`src/rtl/memory_block_mover_pkg.sv`:
```
// Shared definitions for the memory block mover.
//   MODE_COPY / MODE_FILL : values of the mode input
//   DEFAULT_RAM_SIZE      : word count of the attached RAM unless overridden
//   state_t               : controller state, also exported on dbg_state
package memory_block_mover_pkg;

  localparam logic MODE_COPY = 1'b0;
  localparam logic MODE_FILL = 1'b1;

  localparam int DEFAULT_RAM_SIZE = 4096;

  typedef enum logic [2:0] {
    S_IDLE,
    S_PRIME,
    S_STREAM,
    S_DRAIN,
    S_FILL,
    S_DONE
  } state_t;

endpackage

```
`src/rtl/memory_block_mover_addr_seq.sv`:
```
// mover_addr_seq: walks a block of word addresses, one per advance.
//   clock, reset_n : clock, async active-low reset
//   load           : latch base/len/descending and restart the walk
//   advance        : step to the next word (ignored once the count is exhausted)
//   base, len      : first word address of the block, word count
//   descending     : walk index len-1 .. 0 instead of 0 .. len-1
//   addr           : base + current index
//   last           : current word is the final one of the block
module mover_addr_seq #(
  parameter int ADDR_WIDTH = 32
) (
  input  logic                  clock,
  input  logic                  reset_n,
  input  logic                  load,
  input  logic                  advance,
  input  logic [ADDR_WIDTH-1:0] base,
  input  logic [ADDR_WIDTH-1:0] len,
  input  logic                  descending,
  output logic [ADDR_WIDTH-1:0] addr,
  output logic                  last
);

  localparam logic [ADDR_WIDTH-1:0] ONE = ADDR_WIDTH'(1);

  logic [ADDR_WIDTH-1:0] base_q;
  logic [ADDR_WIDTH-1:0] idx_q;
  logic [ADDR_WIDTH-1:0] remain_q;
  logic                  desc_q;

  always_ff @(posedge clock or negedge reset_n) begin
    if (!reset_n) begin
      base_q   <= '0;
      idx_q    <= '0;
      remain_q <= '0;
      desc_q   <= 1'b0;
    end else if (load) begin
      base_q   <= base;
      desc_q   <= descending;
      idx_q    <= descending ? (len - ONE) : '0;
      remain_q <= len;
    end else if (advance && (remain_q != '0)) begin
      idx_q    <= desc_q ? (idx_q - ONE) : (idx_q + ONE);
      remain_q <= remain_q - ONE;
    end
  end

  assign addr = base_q + idx_q;
  assign last = (remain_q == ONE);

endmodule

```
`src/rtl/memory_block_mover.sv`:
```
// memory_block_mover: copies (memmove) or fills a block of RAM words on request.
//   clock, reset_n        : clock, async active-low reset
//   start, mode           : request pulse and COPY(0)/FILL(1) select
//   src, dst, len         : source, destination and word count (sampled with start)
//   fill_value            : constant written in FILL mode (sampled with start)
//   busy, done, error     : status; done is a one-cycle pulse, error qualifies done
//   radr / rvalue         : RAM read port (registered address, combinational data)
//   wadr, wvalue, wenable : RAM write port, registered, RAM commits on negedge
//   dbg_state             : current controller state
//
// Handshake: start is taken only in a cycle where the block is idle and done is
// low; all request fields are captured on that edge and ignored afterwards. Every
// accepted request ends with exactly one done pulse, error=1 meaning it was
// rejected before any write.
module memory_block_mover
  import memory_block_mover_pkg::*;
#(
  parameter int ADDR_WIDTH = 32,
  parameter int DATA_WIDTH = 32,
  parameter int RAM_SIZE   = DEFAULT_RAM_SIZE
) (
  input  logic                  clock,
  input  logic                  reset_n,
  input  logic                  start,
  input  logic                  mode,
  input  logic [ADDR_WIDTH-1:0] src,
  input  logic [ADDR_WIDTH-1:0] dst,
  input  logic [ADDR_WIDTH-1:0] len,
  input  logic [DATA_WIDTH-1:0] fill_value,
  output logic                  busy,
  output logic                  done,
  output logic                  error,
  output logic [ADDR_WIDTH-1:0] radr,
  input  logic [DATA_WIDTH-1:0] rvalue,
  output logic [ADDR_WIDTH-1:0] wadr,
  output logic [DATA_WIDTH-1:0] wvalue,
  output logic                  wenable,
  output state_t                dbg_state
);

  // Bounds are checked one bit wider than the address so a huge len cannot wrap.
  localparam logic [ADDR_WIDTH:0] LIMIT = (ADDR_WIDTH+1)'(RAM_SIZE);

  state_t                state;
  logic                  err_q;
  logic [DATA_WIDTH-1:0] fill_q;

  logic                  accept;
  logic                  is_copy;
  logic                  reject;
  logic                  empty;
  logic                  descending;
  logic [ADDR_WIDTH:0]   dst_end;
  logic [ADDR_WIDTH:0]   src_end;
  logic                  rd_adv;
  logic                  wr_adv;
  logic [ADDR_WIDTH-1:0] rd_addr;
  logic [ADDR_WIDTH-1:0] wr_addr;
  logic                  rd_last;
  logic                  wr_last;

  assign accept     = (state == S_IDLE) && start && !done;
  assign is_copy    = (mode == MODE_COPY);
  assign dst_end    = {1'b0, dst} + {1'b0, len};
  assign src_end    = {1'b0, src} + {1'b0, len};
  assign reject     = (dst_end > LIMIT) || (is_copy && (src_end > LIMIT));
  assign empty      = (len == '0) || (is_copy && (src == dst));
  // Copying upward into an overlapping region must start from the top word.
  assign descending = is_copy && (dst > src);

  always_comb begin
    rd_adv = 1'b0;
    wr_adv = 1'b0;
    case (state)
      S_PRIME:  rd_adv = 1'b1;
      S_STREAM: begin
        rd_adv = 1'b1;
        wr_adv = 1'b1;
      end
      S_DRAIN:  wr_adv = 1'b1;
      S_FILL:   wr_adv = 1'b1;
      default:  ;
    endcase
  end

  mover_addr_seq #(.ADDR_WIDTH(ADDR_WIDTH)) u_rd_seq (
    .clock      (clock),
    .reset_n    (reset_n),
    .load       (accept),
    .advance    (rd_adv),
    .base       (src),
    .len        (len),
    .descending (descending),
    .addr       (rd_addr),
    .last       (rd_last)
  );

  mover_addr_seq #(.ADDR_WIDTH(ADDR_WIDTH)) u_wr_seq (
    .clock      (clock),
    .reset_n    (reset_n),
    .load       (accept),
    .advance    (wr_adv),
    .base       (dst),
    .len        (len),
    .descending (descending),
    .addr       (wr_addr),
    .last       (wr_last)
  );

  always_ff @(posedge clock or negedge reset_n) begin
    if (!reset_n) begin
      state   <= S_IDLE;
      busy    <= 1'b0;
      done    <= 1'b0;
      error   <= 1'b0;
      wenable <= 1'b0;
      radr    <= '0;
      wadr    <= '0;
      wvalue  <= '0;
      err_q   <= 1'b0;
      fill_q  <= '0;
    end else begin
      case (state)
        S_IDLE: begin
          done    <= 1'b0;
          error   <= 1'b0;
          wenable <= 1'b0;
          if (accept) begin
            fill_q <= fill_value;
            err_q  <= reject;
            if (reject || empty) state <= S_DONE;
            else if (mode == MODE_FILL) state <= S_FILL;
            else state <= S_PRIME;
          end
        end
        S_PRIME: begin
          busy  <= 1'b1;
          radr  <= rd_addr;
          state <= rd_last ? S_DRAIN : S_STREAM;
        end
        // Word k is written from the data read last cycle while word k+1 is read.
        S_STREAM: begin
          wenable <= 1'b1;
          wadr    <= wr_addr;
          wvalue  <= rvalue;
          radr    <= rd_addr;
          if (rd_last) state <= S_DRAIN;
        end
        S_DRAIN: begin
          wenable <= 1'b1;
          wadr    <= wr_addr;
          wvalue  <= rvalue;
          state   <= S_DONE;
        end
        S_FILL: begin
          busy    <= 1'b1;
          wenable <= 1'b1;
          wadr    <= wr_addr;
          wvalue  <= fill_q;
          if (wr_last) state <= S_DONE;
        end
        S_DONE: begin
          busy    <= 1'b0;
          wenable <= 1'b0;
          done    <= 1'b1;
          error   <= err_q;
          state   <= S_IDLE;
        end
        default: state <= S_IDLE;
      endcase
    end
  end

  assign dbg_state = state;

endmodule

```
`config.mk`:
```
export PLATFORM = sky130hd
export DESIGN_NAME = memory_block_mover
export DESIGN_NICKNAME = d
export VERILOG_FILES = /design/src/rtl/memory_block_mover_pkg.sv /design/src/rtl/memory_block_mover_addr_seq.sv /design/src/rtl/memory_block_mover.sv
export SDC_FILE = /design/constraint.sdc
export NUM_CORES = 1
export LEC_CHECK = 0
export CORE_MARGIN = 4
export CORE_UTILIZATION = 45
export CTS_BUF_LIST = sky130_fd_sc_hd__clkbuf_8
export DETAILED_ROUTE_END_ITERATION = 10
export PLACE_DENSITY = 0.65
export SYNTH_ARGS = -nofsm -noshare
export SYNTH_HDL_FRONTEND = slang
export SYNTH_HIERARCHICAL = 1
export SYNTH_SLANG_ARGS = --single-unit
```
`constraint.sdc`:
```
create_clock -name clock -period 9.8 [get_ports clock]
set_input_delay 1.47 -clock clock [delete_from_list [all_inputs] [get_ports clock]]
set_output_delay 1.47 -clock clock [all_outputs]
set_load 0.02 [all_outputs]
```
# == Word-level counts from Yosys, hierarchy flattened ==
# Index checks and enable logic that the tools add are counted.
# totals
out_inout_bits,103
latchBits,0
inputBits,164
rom_bits,0
n_memories,0
mem_bits_rw,0
elab_cells,96
register_bits,329
# classes
mux,25
n_mul,0
n_shift,0
eq_ne,11
n_addsub,11
div_mod_pow,0
magnitude_cmp,3
bitwise_logic,1
reduce_logical,28
# ops
op,n
$mux W32,11
$sub A32 B1 Y32 const B,5
$add A32 B32 Y33,2
$gt A33 B13 Y1 const B,2
$add A32 B1 Y32 const B,2
$add A32 B32 Y32,2
$eq A32 B1 Y1 const B,2
$pmux W32 S2,1
$reduce_bool A32 Y1,2
$eq A32 B32 Y1,1
$gt A32 B32 Y1,1
$logic_not A32 Y1,1
$mux W3,5
$pmux W3 S5,1
$reduce_bool A2 Y1,6
$pmux W1 S2,4
$reduce_or A2 Y1,4
$logic_and A1 B1 Y1,7
$eq A3 B2 Y1 const B,2
$eq A3 B3 Y1 const B,2
$ne A2 B2 Y1 const B,2
$eq A3 B1 Y1 const B,1
$logic_not A3 Y1,1
$logic_or A1 B1 Y1,3
other kinds (7),9

# == Longest topological paths before layout ==
# depth
depth_word,8
ltp_mapped,18
mapped_depth_nobuf,17

# == By module ==
# Netlist, hierarchy kept.
# by_module_without_submodules
mod,cells_each,seq_area_each_um2,area_per_inst_um2,n_inst
memory_block_mover,1164,3403.3,10273.6,1
mover_addr_seq at u_rd_seq,974,2427.3,8354.3,1
mover_addr_seq at u_wr_seq,906,2427.3,7865.0,1

# == Worst setup path after synthesis ==
# Ideal clock, no wire load.
# synth_path
kind,input-to-reg
start,input src[1]
end,register u_rd_seq.idx_q[1]
n_path_buf,2
setup_time_ps,119
path_slack_ps,5513
arrival_time_ps,4169
cell_stages,17
path_cell_list,inv_1 > ha_1 > nor2b_1 > o21a_1 > o21a_1 > o21a_1 > o21a_1 > o21ai_0 > a21oi_1 > o311a_1 > o21ai_0 > a21oi_1 > nand2_1 > clkbuf_1 > clkbuf_1 > o22ai_1 > o21a_1
# synth_between
elab_chain_cells,4
# synth_rtl
item,line_no,text
from (decl),memory_block_mover.sv:26,"input logic [ADDR_WIDTH-1:0] src,"
$gt A32 B32 Y1,memory_block_mover.sv:69,assign descending = is_copy && (dst > src);
$logic_and A1 B1 Y1,memory_block_mover.sv:69,
net descending,memory_block_mover.sv:52,logic descending;
$mux W32,memory_block_mover_addr_seq.sv:39,idx_q <= descending ? (len - ONE) : '0;
$mux W32,memory_block_mover_addr_seq.sv:36,end else if (load) begin
to (signal assigned),memory_block_mover_addr_seq.sv:39,
to (signal assigned),memory_block_mover_addr_seq.sv:42,idx_q <= desc_q ? (idx_q - ONE) : (idx_q + ONE);
to (decl),memory_block_mover_addr_seq.sv:26,logic [ADDR_WIDTH-1:0] idx_q;
# The timed path passes the listed nets, and every way through them passes these cells.
# A chain may end at the register's enable or synchronous reset.

# == Final worst setup path ==
# layout_path
start,input src[17]
end,register u_wr_seq.idx_q[21]
# layout_between
elab_chain_cells,4
# layout_rtl
item,line_no
$gt A32 B32 Y1,memory_block_mover.sv:69
$logic_and A1 B1 Y1,memory_block_mover.sv:69
net descending,memory_block_mover.sv:52
$mux W32,memory_block_mover_addr_seq.sv:39
$mux W32,memory_block_mover_addr_seq.sv:36
to (signal assigned),memory_block_mover_addr_seq.sv:39
to (signal assigned),memory_block_mover_addr_seq.sv:42
to (decl),memory_block_mover_addr_seq.sv:26
# The timed path passes the listed nets, and every way through them passes these cells.

==> flow_summary.rst <==
.. list-table::
   :header-rows: 1

   * - Metric
     - Value
   * - Number of enable-type register cells in the synthesized netlist
     - 0
   * - Worst Max-Slew Pin Slew
     - 1210 ps
   * - Top flip-flop cell by instance count after synthesis
     - dfrtp_1
   * - Number of global-route vias before repair
     - about 23000
   * - Clock tree from TritonCTS
     - done
   * - Final Wtd Congestion
     - 0.916
   * - Largest net degree at the start of global routing
     - ~150
   * - Setup fix buffers added after clock tree synthesis
     - 0
   * - Final clock skew
     - between 20 and 30 ps
   * - Required time at the worst-slack endpoint
     - about 10000 ps
   * - Max-slew headroom at the worst pin
     - between 10% and 20%
   * - Fin area
     - 31300 um2
   * - Initial Utilization
     - 45.7%
   * - GRT Residual Overflow
     - 0
   * - DP Cell Count
     - approximately 4000
   * - Vias/cell
     - approximately 6
   * - Multi-input gate area in the final layout
     - between 15000 and 20000 um2
   * - Setup TNS
     - 0 ps
   * - Post-route setup slack
     - 4480 ps
   * - Achievable frequency
     - ~190 MHz
   * - Worst IR Drop VDD
     - between 0.1 and 0.15 mV
   * - Static leakage
     - between 10 and 15 nW
   * - Top cell type's share of synthesized area
     - between 30% and 40%
   * - Initial detailed-routing violation count
     - 2098
   * - RSZ-0062 raised after global routing
     - no
   * - Placement Cell Area
     - about 30000 um2
   * - Number of antenna violations at the first check in global routing
     - 4
   * - Critical Path AT
     - 5870 ps
   * - Cell Count, Final, Fillers Out
     - a little over 4000
   * - Number of iterations in the first detailed-routing pass
     - 5
   * - Main combinational cell family by area after synthesis
     - compound AO/OA/AOI/OAI gates
   * - CP max FO
     - 27
   * - Post-layout power
     - between 10 and 15 mW
   * - Share of the synthesized area in compound gates (AO/OA/AOI/OAI)
     - 21.8%
   * - Number of hold buffers added after cts
     - 0
   * - Fillers
     - 5273
   * - Layout net count
     - about 3700
   * - Netlist Area Pre-Place
     - 26500 um2
   * - Adder-cell share of the synthesized area
     - around 11%
   * - Critical Setup Path Class
     - input port to flop
   * - Final core utilization
     - 53.9%
   * - Later-pin clock latency in the skew report
     - 680 ps
   * - Final hold violations
     - 0
   * - Crit end category
     - flop
   * - Area of all sequential standard cells
     - between 8000 and 9000 um2
   * - Launching element type of the critical path
     - input port
   * - Setup violation total in the final timing report
     - 0
   * - Post-route antenna net violation count
     - 0
   * - P per Cell Area
     - between 300 and 400 nW/um2
   * - Wire length after detailed routing
     - around 88000 um
   * - Average detailed-routed wire length per instance
     - approximately 21 um
   * - DIE HEIGHT
     - 251 um
   * - Syn Area/Cell
     - 8.70 um2
   * - Post-synth cell types
     - roughly 110
   * - Die area
     - about 63000 um2
   * - Final worst path period share
     - between 50% and 60%
   * - First-pass GRT wire length
     - roughly 130000 um
   * - Setup WS pre-CTS
     - slightly below 4000 ps
   * - Clock tree root buffer cell
     - clkbuf_8
   * - DR DRC count
     - 0
   * - Synth warn
     - 6
   * - Number of placement rows
     - 88
   * - GRT Total Usage
     - a little over a quarter
   * - Simple-gate area share of the yosys netlist
     - between 10% and 20%
   * - I/O pin count
     - 267
   * - FFs w/ async S/R, synth
     - between 90% and 100%
   * - Top post-synthesis cells by area
     - dfrtp_1, ha_1, mux2_2, xnor2_1, nand2_1
   * - Clock slew at the register clock pins of the worst setup and hold paths
     - roughly 60 ps
   * - Number of gates resized after cts
     - 0
   * - Status
     - complete, no violations
   * - Sinks on Clock Net
     - 330
   * - Clock Path Buffers
     - 3
   * - Detail Placement HPWL
     - about 66000 um
   * - Total number of H-tree levels
     - 2
   * - Cell type with the largest total area after synthesis
     - dfrtp_1
   * - Max-capacitance violation count
     - 0
   * - Area growth from synthesis to layout
     - 18.1%
   * - Layout cells sized above 1
     - 9.75%
   * - CORE AREA
     - around 58000 um2
   * - Sequential fraction of the synthesis area
     - 31.2%
   * - Net Count, Synth
     - around 3400
   * - Clock buffers created by TritonCTS
     - 61
   * - #FFs+latches synth
     - 330
   * - Number of instances in the synthesized netlist
     - 3044
   * - Pins over their slew limit
     - 0
   * - Type of the worst min-delay path
     - flop to flop
   * - Chip width
     - approximately 250 um
   * - Time the worst path needs with I/O delays and setup
     - 5320 ps
   * - Buffers on Ports
     - around 270
   * - Multiplexer area fraction after synthesis
     - 7.19%
   * - Hold WS
     - around 470 ps
   * - Total number of vias
     - roughly 24000
   * - Post-synthesis xor/xnor area fraction
     - about 8.0%
## sequential cells by signal, summed over array words and instances (netlist names)
| register | flops |
|---|---|
| wadr | 32 |
| u_rd_seq/idx_q | 32 |
| err_q | 1 |
| u_wr_seq/remain_q | 32 |
| busy | 1 |
| u_wr_seq/idx_q | 32 |
| done | 1 |
| u_rd_seq/remain_q | 32 |
| radr | 32 |
| u_wr_seq/base_q | 32 |
| error | 1 |
| u_rd_seq/base_q | 32 |
| wenable | 1 |
| u_rd_seq/desc_q | 1 |
| dbg_state | 3 |
| u_wr_seq/desc_q | 1 |
| fill_q | 32 |
| wvalue | 32 |
## report_power, final
group	internal (mW)	total [mW]	switching, mW
sequential	2.07	2.65	0.575
combinational	2.86	6.35	3.49
clock	0.841	1.48	0.641
## area by class of cell
type / instances / area share [%]
clock inverters: 30 / 0.704
repair buffers: 304 / 9.47
well taps: 765 / 3.06
flip-flops and latches: 330 / 26.4
inverters: 101 / 1.24
diodes: 1 / 0.00800
multi-input cells: 2495 / 55.4
clock buffers: 84 / 3.69
## cell usage in the layout (no fill, tap or decap), types with 19 or more instances in the layout
cell             instances
mux2_2                 131
xnor2_1                156
clkbuf_8                84
nor4_1                  36
nand3_1                 48
clkdlybuf4s50_1        265
or3_1                   28
ha_1                   226
o21bai_1                22
o21ai_0                214
nand2_1                356
o21a_1                  36
dfrtp_1                330
a21oi_1                248
nor3_1                  72
a211oi_1                29
a31oi_1                 31
o22ai_1                 26
nand4_1                 52
nor2b_1                 24
nand2b_1                19
o211ai_1                23
xor2_1                  87
buf_4                   37
a21o_1                  91
inv_1                  112
and3_1                  21
o22a_1                  21
mux2i_1                 43
nor2_1                 205
## critical path: stages
cell and delay (ps):
clkdlybuf4s50_1 600, inv_1 70, ha_1 310, a21o_1 160, a21o_1 160, a21o_1 170
a21o_1 170, a21o_1 170, a21o_1 160, a21oi_1 150, nor2_1 60, a211oi_1 430
a21oi_1 260, buf_4 240, nand2_1 710, or2_2 270, nand4b_1 100, nor3b_1 200
## worst paths after layout
kind                                                     from                                to  slack [ps]  cells past startpoint
worst min-delay path                    fill_q[8]$_DFFE_PN0P_             fill_q[8]$_DFFE_PN0P_         470                      2
min in group asynchronous                             reset_n              radr[19]$_DFFE_PN0N_         900                      1
worst max-delay path                                  src[17]    u_wr_seq/idx_q[21]$_DFFE_PN0P_        4480                     18
worst min register to register          fill_q[8]$_DFFE_PN0P_             fill_q[8]$_DFFE_PN0P_         470                      2
max in group asynchronous                             reset_n  u_wr_seq/remain_q[7]$_DFFE_PN0P_        7470                      2
worst max register to register  u_wr_seq/idx_q[0]$_DFFE_PN0P_              wadr[30]$_DFFE_PN0P_        5600                     13
## cell usage after synthesis (8+ instances only)
cell / count
or4_1: 8
buf_2: 13
a31oi_1: 31
clkbuf_1: 89
o21a_1: 36
o21bai_1: 22
nor2_1: 207
or3_1: 28
o21ai_0: 214
nand4_1: 52
xor2_1: 87
nand2b_1: 19
or2_2: 8
o41ai_1: 9
o21ai_1: 14
nor4_1: 36
mux2_2: 131
nor3_1: 73
nand2_1: 356
inv_1: 98
a211o_1: 14
o31ai_1: 11
o22a_1: 21
mux2i_1: 43
and3_1: 21
o211ai_1: 23
xnor2_1: 156
nand3_1: 48
o22ai_1: 26
and4_1: 9
and2_1: 16
nor2b_1: 24
dfrtp_1: 330
a21boi_0: 11
a211oi_1: 29
ha_1: 226
a21o_1: 91
a21oi_1: 248
## routing by layer
| metal | share of wire (%) | global-route usage (%) |
|---|---|---|
| met1 | 46 | 37.8 |
| met2 | 43 | 41.4 |
| met3 | 7.4 | 5.52 |
| met4 | 3.3 | 8.48 |
| met5 | 0.0091 | 0 |
## cell families after synthesis
logic type                 Yosys count
xor gates and xnor gates           243
and+or+nand+nor                    948
buffers and inverters              219
AOI/OAI and AO/OA                  898
muxes                              174
adders and majority gates          232
DFF                                330
Power figures use the tool's default switching activity.
